<file path="src/rtl/uart_pkg.sv">
// rtl/uart_pkg.sv - shared UART state encoding and bit-time helper
package uart_pkg;

    typedef enum logic [2:0] {
        ST_IDLE   = 3'd0,
        ST_START  = 3'd1,
        ST_DATA   = 3'd2,
        ST_PARITY = 3'd3,
        ST_STOP   = 3'd4
    } uart_state_t;

    // Truncating division; the receiver must derive its bit time the same way.
    function automatic int clks_per_bit(input int clk_hz, input int baud);
        return clk_hz / baud;
    endfunction

endpackage

</file>
<file path="src/rtl/uart_baud_tick.sv">
// rtl/uart_baud_tick.sv - bit-time counter with synchronous clear and end-of-bit tick
module uart_baud_tick #(
    parameter int CLKS_PER_BIT = 868
) (
    input  logic clk,
    input  logic rst_n,
    input  logic i_clear,
    output logic o_tick
);

    localparam int CNT_W = $clog2(CLKS_PER_BIT);
    localparam logic [CNT_W-1:0] CNT_LAST = CNT_W'(CLKS_PER_BIT - 1);

    logic [CNT_W-1:0] r_cnt;
    logic             w_at_last;

    assign w_at_last = (r_cnt == CNT_LAST);

    always_ff @(posedge clk) begin
        if (!rst_n || i_clear) begin
            r_cnt <= '0;
        end else if (w_at_last) begin
            r_cnt <= '0;
        end else begin
            r_cnt <= r_cnt + CNT_W'(1);
        end
    end

    // No tick while held in clear, so an idle transmitter never advances.
    assign o_tick = !i_clear && w_at_last;

endmodule

</file>
<file path="src/rtl/uart_tx.sv">
// rtl/uart_tx.sv - 8-N-1 UART transmitter; define UART_TX_PARITY_EN for 8-E-1 frames
module uart_tx
    import uart_pkg::*;
#(
    parameter int CLK_HZ = 100_000_000,
    parameter int BAUD   = 115200
) (
    input  logic       clk,
    input  logic       rst_n,
    input  logic [7:0] in_data,
    input  logic       in_valid,
    output logic       in_ready,
    input  logic       block,
    output logic       busy,
    output logic       tx
);

    localparam int CLKS_PER_BIT = clks_per_bit(CLK_HZ, BAUD);

    uart_state_t r_state;
    uart_state_t w_state_next;
    logic [7:0]  r_data;
    logic [2:0]  r_bit_idx;
    logic [2:0]  w_bit_idx_next;
    logic        r_tx;
    logic        w_tx_next;
    logic        w_accept;
    logic        w_tick;
    logic        w_cnt_clear;
`ifdef UART_TX_PARITY_EN
    logic        r_parity;
`endif

    assign in_ready    = (r_state == ST_IDLE) && !block;
    assign w_accept    = in_valid && in_ready;
    assign busy        = (r_state != ST_IDLE);
    assign tx          = r_tx;
    assign w_cnt_clear = (r_state == ST_IDLE);

    uart_baud_tick #(
        .CLKS_PER_BIT(CLKS_PER_BIT)
    ) u_baud_tick (
        .clk    (clk),
        .rst_n  (rst_n),
        .i_clear(w_cnt_clear),
        .o_tick (w_tick)
    );

    always_ff @(posedge clk) begin
        if (!rst_n) begin
            r_state   <= ST_IDLE;
            r_bit_idx <= 3'd0;
            r_tx      <= 1'b1;
            r_data    <= 8'd0;
`ifdef UART_TX_PARITY_EN
            r_parity  <= 1'b0;
`endif
        end else begin
            r_state   <= w_state_next;
            r_bit_idx <= w_bit_idx_next;
            r_tx      <= w_tx_next;
            if (w_accept) begin
                r_data   <= in_data;
`ifdef UART_TX_PARITY_EN
                r_parity <= ^in_data;
`endif
            end
        end
    end

    always_comb begin
        w_state_next   = r_state;
        w_bit_idx_next = r_bit_idx;
        case (r_state)
            ST_IDLE: begin
                if (w_accept) begin
                    w_state_next   = ST_START;
                    w_bit_idx_next = 3'd0;
                end
            end
            ST_START: begin
                if (w_tick) begin
                    w_state_next   = ST_DATA;
                    w_bit_idx_next = 3'd0;
                end
            end
            ST_DATA: begin
                if (w_tick) begin
                    if (r_bit_idx == 3'd7) begin
`ifdef UART_TX_PARITY_EN
                        w_state_next = ST_PARITY;
`else
                        w_state_next = ST_STOP;
`endif
                    end else begin
                        w_bit_idx_next = r_bit_idx + 3'd1;
                    end
                end
            end
`ifdef UART_TX_PARITY_EN
            ST_PARITY: begin
                if (w_tick) begin
                    w_state_next = ST_STOP;
                end
            end
`endif
            ST_STOP: begin
                if (w_tick) begin
                    w_state_next = ST_IDLE;
                end
            end
            default: begin
                w_state_next = ST_IDLE;
            end
        endcase
    end

    // Line level is decoded from the next state so tx moves on the same edge as the state.
    always_comb begin
        w_tx_next = 1'b1;
        case (w_state_next)
            ST_START: w_tx_next = 1'b0;
            ST_DATA:  w_tx_next = r_data[w_bit_idx_next];
`ifdef UART_TX_PARITY_EN
            ST_PARITY: w_tx_next = r_parity;
`endif
            default:  w_tx_next = 1'b1;
        endcase
    end

endmodule

</file>
<file path="config.mk">
export PLATFORM = sky130hd
export DESIGN_NAME = uart_tx
export DESIGN_NICKNAME = d
export VERILOG_FILES = /design/src/rtl/uart_pkg.sv /design/src/rtl/uart_baud_tick.sv /design/src/rtl/uart_tx.sv
export SDC_FILE = /design/constraint.sdc
export NUM_CORES = 1
export LEC_CHECK = 0
export BUFFER_PORTS_ARGS = -buffer_cell sky130_fd_sc_hd__buf_2
export CORE_MARGIN = 2
export CORE_UTILIZATION = 40
export CTS_CLUSTER_SIZE = 24
export DETAILED_ROUTE_END_ITERATION = 12
export MAX_ROUTING_LAYER = met4
export PLACE_DENSITY = 0.59
export SLEW_MARGIN = 20
export SYNTH_ARGS = -nofsm -noshare
export SYNTH_HDL_FRONTEND = slang
export SYNTH_SLANG_ARGS = --single-unit
</file>
<file path="constraint.sdc">
create_clock -name clk -period 3.9 [get_ports clk]
set_clock_uncertainty 0.15 [all_clocks]
set_input_delay 0.585 -clock clk [delete_from_list [all_inputs] [get_ports clk]]
set_output_delay 0.585 -clock clk [all_outputs]
set_load 0.05 [all_outputs]
</file>
==> impl_metrics.yaml <==
setup_path:
  required_time_at_the_endpoint_of_the_critical_path_ns: 3.16
  crit_arrival_ns: 2.12
  timing.setup.critical_path_class: "reg2out"
  max_fanout_on_critical_path: 11
  endpoint_kind: "output pin"
  crit_path_start_kind: "register"
power:
  totalPowerFinal_mw: 0.422
  power_density_nw_per_um2: 317
  leakagePower_nw: 0.463
  ir_worst_vdd_uv: 153
routing:
  post_detailed_route_count_of_antenna_violating_nets: 0
  detail_route.first_pass.iterations: 4
  detailroute.via_count: 1001
  vias_per_cell: 5.56
  routed_wirelength_um: 2440
  wire_per_inst_um: 13.5
  drt_iter0_drc: 87
  post-route-drc-count: 0
sta:
  hold_viol_final: 0
  relSlewSlack_pct: 56.1
  setup_repair_after_global_routing_missed_its_margin: "false"
  finalCriticalPeriod_ns: 2.85
  worstMarginPinSlew_ns: 0.656
  timing.final.max_slew_violations: 0
  setup-violations-final: 0
  max_freq_mhz: 351
  setup_total_negative_slack_ns: 0
  min_period_over_period_pct: 73.1
cells_and_area:
  area.growth.synth_to_final_pct: 9.91
  share_of_cells_above_drive_strength_1_pct: 16.8
  nNetsFinal: 164
  n_antenna_cell: 0
  fillerInstances: 287
logic_synthesis:
  synthDominantCellAreaShare_pct: 41.3
  dominantRegCellSynth: "sky130_fd_sc_hd__dfxtp_1"
  synth_cell_types: 37
  yosysWarningCount: 0
  synth_edf_count: 0
  synth_seq_area_share_pct: 41.3
  syn-cell-area_um2: 1210
  postSynthAreaPerCell_um2: 8.98
  yosys_reg_bits: 25
  ys_async_sr_fraction_pct: 0
  syn-instance-count: 135
  synth.area.top_cells: "sky130_fd_sc_hd__dfxtp_1, sky130_fd_sc_hd__a21boi_0, sky130_fd_sc_hd__nand3_1"
  synthesized_netlist_net_count: 149
  most_frequently_used_cell_type_in_the_post_synthesis_netlist: "sky130_fd_sc_hd__dfxtp_1"
  post-synth-top-area-cell: "sky130_fd_sc_hd__dfxtp_1"
  synth.top_cells.by_count: "sky130_fd_sc_hd__dfxtp_1, sky130_fd_sc_hd__nor2_1, sky130_fd_sc_hd__nand3_1"
floorplanning:
  rows: 19
  dieArea_um2: 3490
  width_of_the_die_um: 59.1
  fp.dieH_um: 59.1
  start_util_pct: 42.9
  core_area_um2: 2830
  pin_count: 15
clock_tree:
  clkSinkCount: 25
  deepest_level_of_the_cts_h_tree: 1
  postCtsSetupRepairBufs: 0
  cts-buffers-inserted: 3
  cts.root.buffer_cell: "sky130_fd_sc_hd__clkbuf_4"
  cts_hold_repair.buffers: 0
  ctsLongestPathBuffers: 2
  cts_tree: "done"
  cts-resized-gates: 0
  clkTransAtPathRegs_ns: 0.13
  clock_latency_ns: 0.31
global_route:
  grt_start_max_net_pins: 16
  grt_first_pass_wirelength_um: 4290
  grt.total_usage_pct: 16.6
  first_global_vias: 973
  initial_antenna_violation_count: 0
  grt.overflow.total: 0
placed_design:
  gp_congestion: 0.859
  post-dp-hpwl_um: 1850
  numPortBuffers: 14
job:
  cap_viol_max_count: 0
worst_hold_path:
  min-delay-path-class: "reg2reg"
run_status:
  outcome: "finished clean"
routing by layer:
metal / GRT usage (%) / part of all wire, % / vias up
met3: 3.28 / 3.2 / 5
met2: 25.7 / 47 / 17
met4: 5.84 / 1.5 / 0
met1: 21.5 / 48 / 470
li1: - / - / 509
met5: - / 0 / -
power breakdown:
| part | internal [mW] | switching, mW | total (mW) |
|---|---|---|---|
| clock network | 0.0400 | 0.0741 | 0.114 |
| logic | 0.0155 | 0.0268 | 0.0424 |
| registers | 0.261 | 0.00453 | 0.266 |
| total | 0.317 | 0.105 | 0.422 |
stage by stage:
| stage | setup slack (ns) | area [um^2] | hold slack, ns | instances | utilization (%) |
|---|---|---|---|---|---|
| after floorplan | 0.923 | 1210 | 0.276 | 135 | - |
| after detailed placement | 1.35 | 1310 | 0.304 | 176 | 46.2 |
| after CTS | 1.03 | 1330 | 0.334 | 180 | 47.1 |
| after global placement | 1.43 | 1310 | 0.291 | 176 | 46.2 |
| after global routing | 0.911 | 1330 | 0.358 | 180 | 47.1 |
| final | 1.05 | 1330 | 0.332 | 180 | 47.1 |
flip-flops by register name, indices dropped and copies added, names as in the netlist:
| register | flops |
|---|---|
| u_baud_tick.r_cnt | 10 |
| tx | 1 |
| r_bit_idx | 3 |
| r_state | 3 |
| r_data | 8 |
cell families (layout without fill, tap and decap cells):
family | Yosys count | in the layout | synth area share, %
adder cells (fa/ha/maj) | 2 | 2 | 2.06
AO/OA/AOI/OAI | 23 | 23 | 15.2
XOR/XNOR | 8 | 8 | 5.78
multiplexers | 6 | 6 | 5.16
AND/OR/NAND/NOR | 62 | 62 | 27.8
flip-flops | 25 | 25 | 41.3
buffers and inverters | 9 | 23 | 2.79
cell usage in the layout (no fill, tap or decap), types with 4 or more instances in the layout:
cell	Yosys	final
sky130_fd_sc_hd__dfxtp_1	25	25
sky130_fd_sc_hd__nor2_1	15	15
sky130_fd_sc_hd__buf_2	0	14
sky130_fd_sc_hd__nand3_1	13	13
sky130_fd_sc_hd__nand2_1	12	12
sky130_fd_sc_hd__a21boi_0	9	9
sky130_fd_sc_hd__inv_1	5	5
sky130_fd_sc_hd__xnor2_1	4	4
sky130_fd_sc_hd__xor2_1	4	4
sky130_fd_sc_hd__mux2i_1	4	4
final cells by class:
cell class / count / area (um^2) / area share, %
inverter: 5 / 18.8 / 1.41
timing repair buffer: 14 / 70.1 / 5.26
sequential: 25 / 500 / 37.6
multi-input combinational: 101 / 678 / 50.9
tap: 31 / 38.8 / 2.91
clock buffer: 4 / 26.3 / 1.97
final timing paths:
path	startpoint	endpoint	slack, ns	cells after the start
max	r_state[2]	in_ready	1.05	3
max reg2reg	u_baud_tick.r_cnt[0]	tx	1.33	7
min reg2reg	u_baud_tick.r_cnt[0]	u_baud_tick.r_cnt[0]	0.33	1
min	u_baud_tick.r_cnt[0]	u_baud_tick.r_cnt[0]	0.33	1
critical path, cell delays in order, from the launching register on:
cell	delay, ns
sky130_fd_sc_hd__dfxtp_1	0.43
sky130_fd_sc_hd__or3_1	0.46
sky130_fd_sc_hd__nor2_1	0.53
sky130_fd_sc_hd__buf_2	0.38
(Power assumes the default switching activity.)
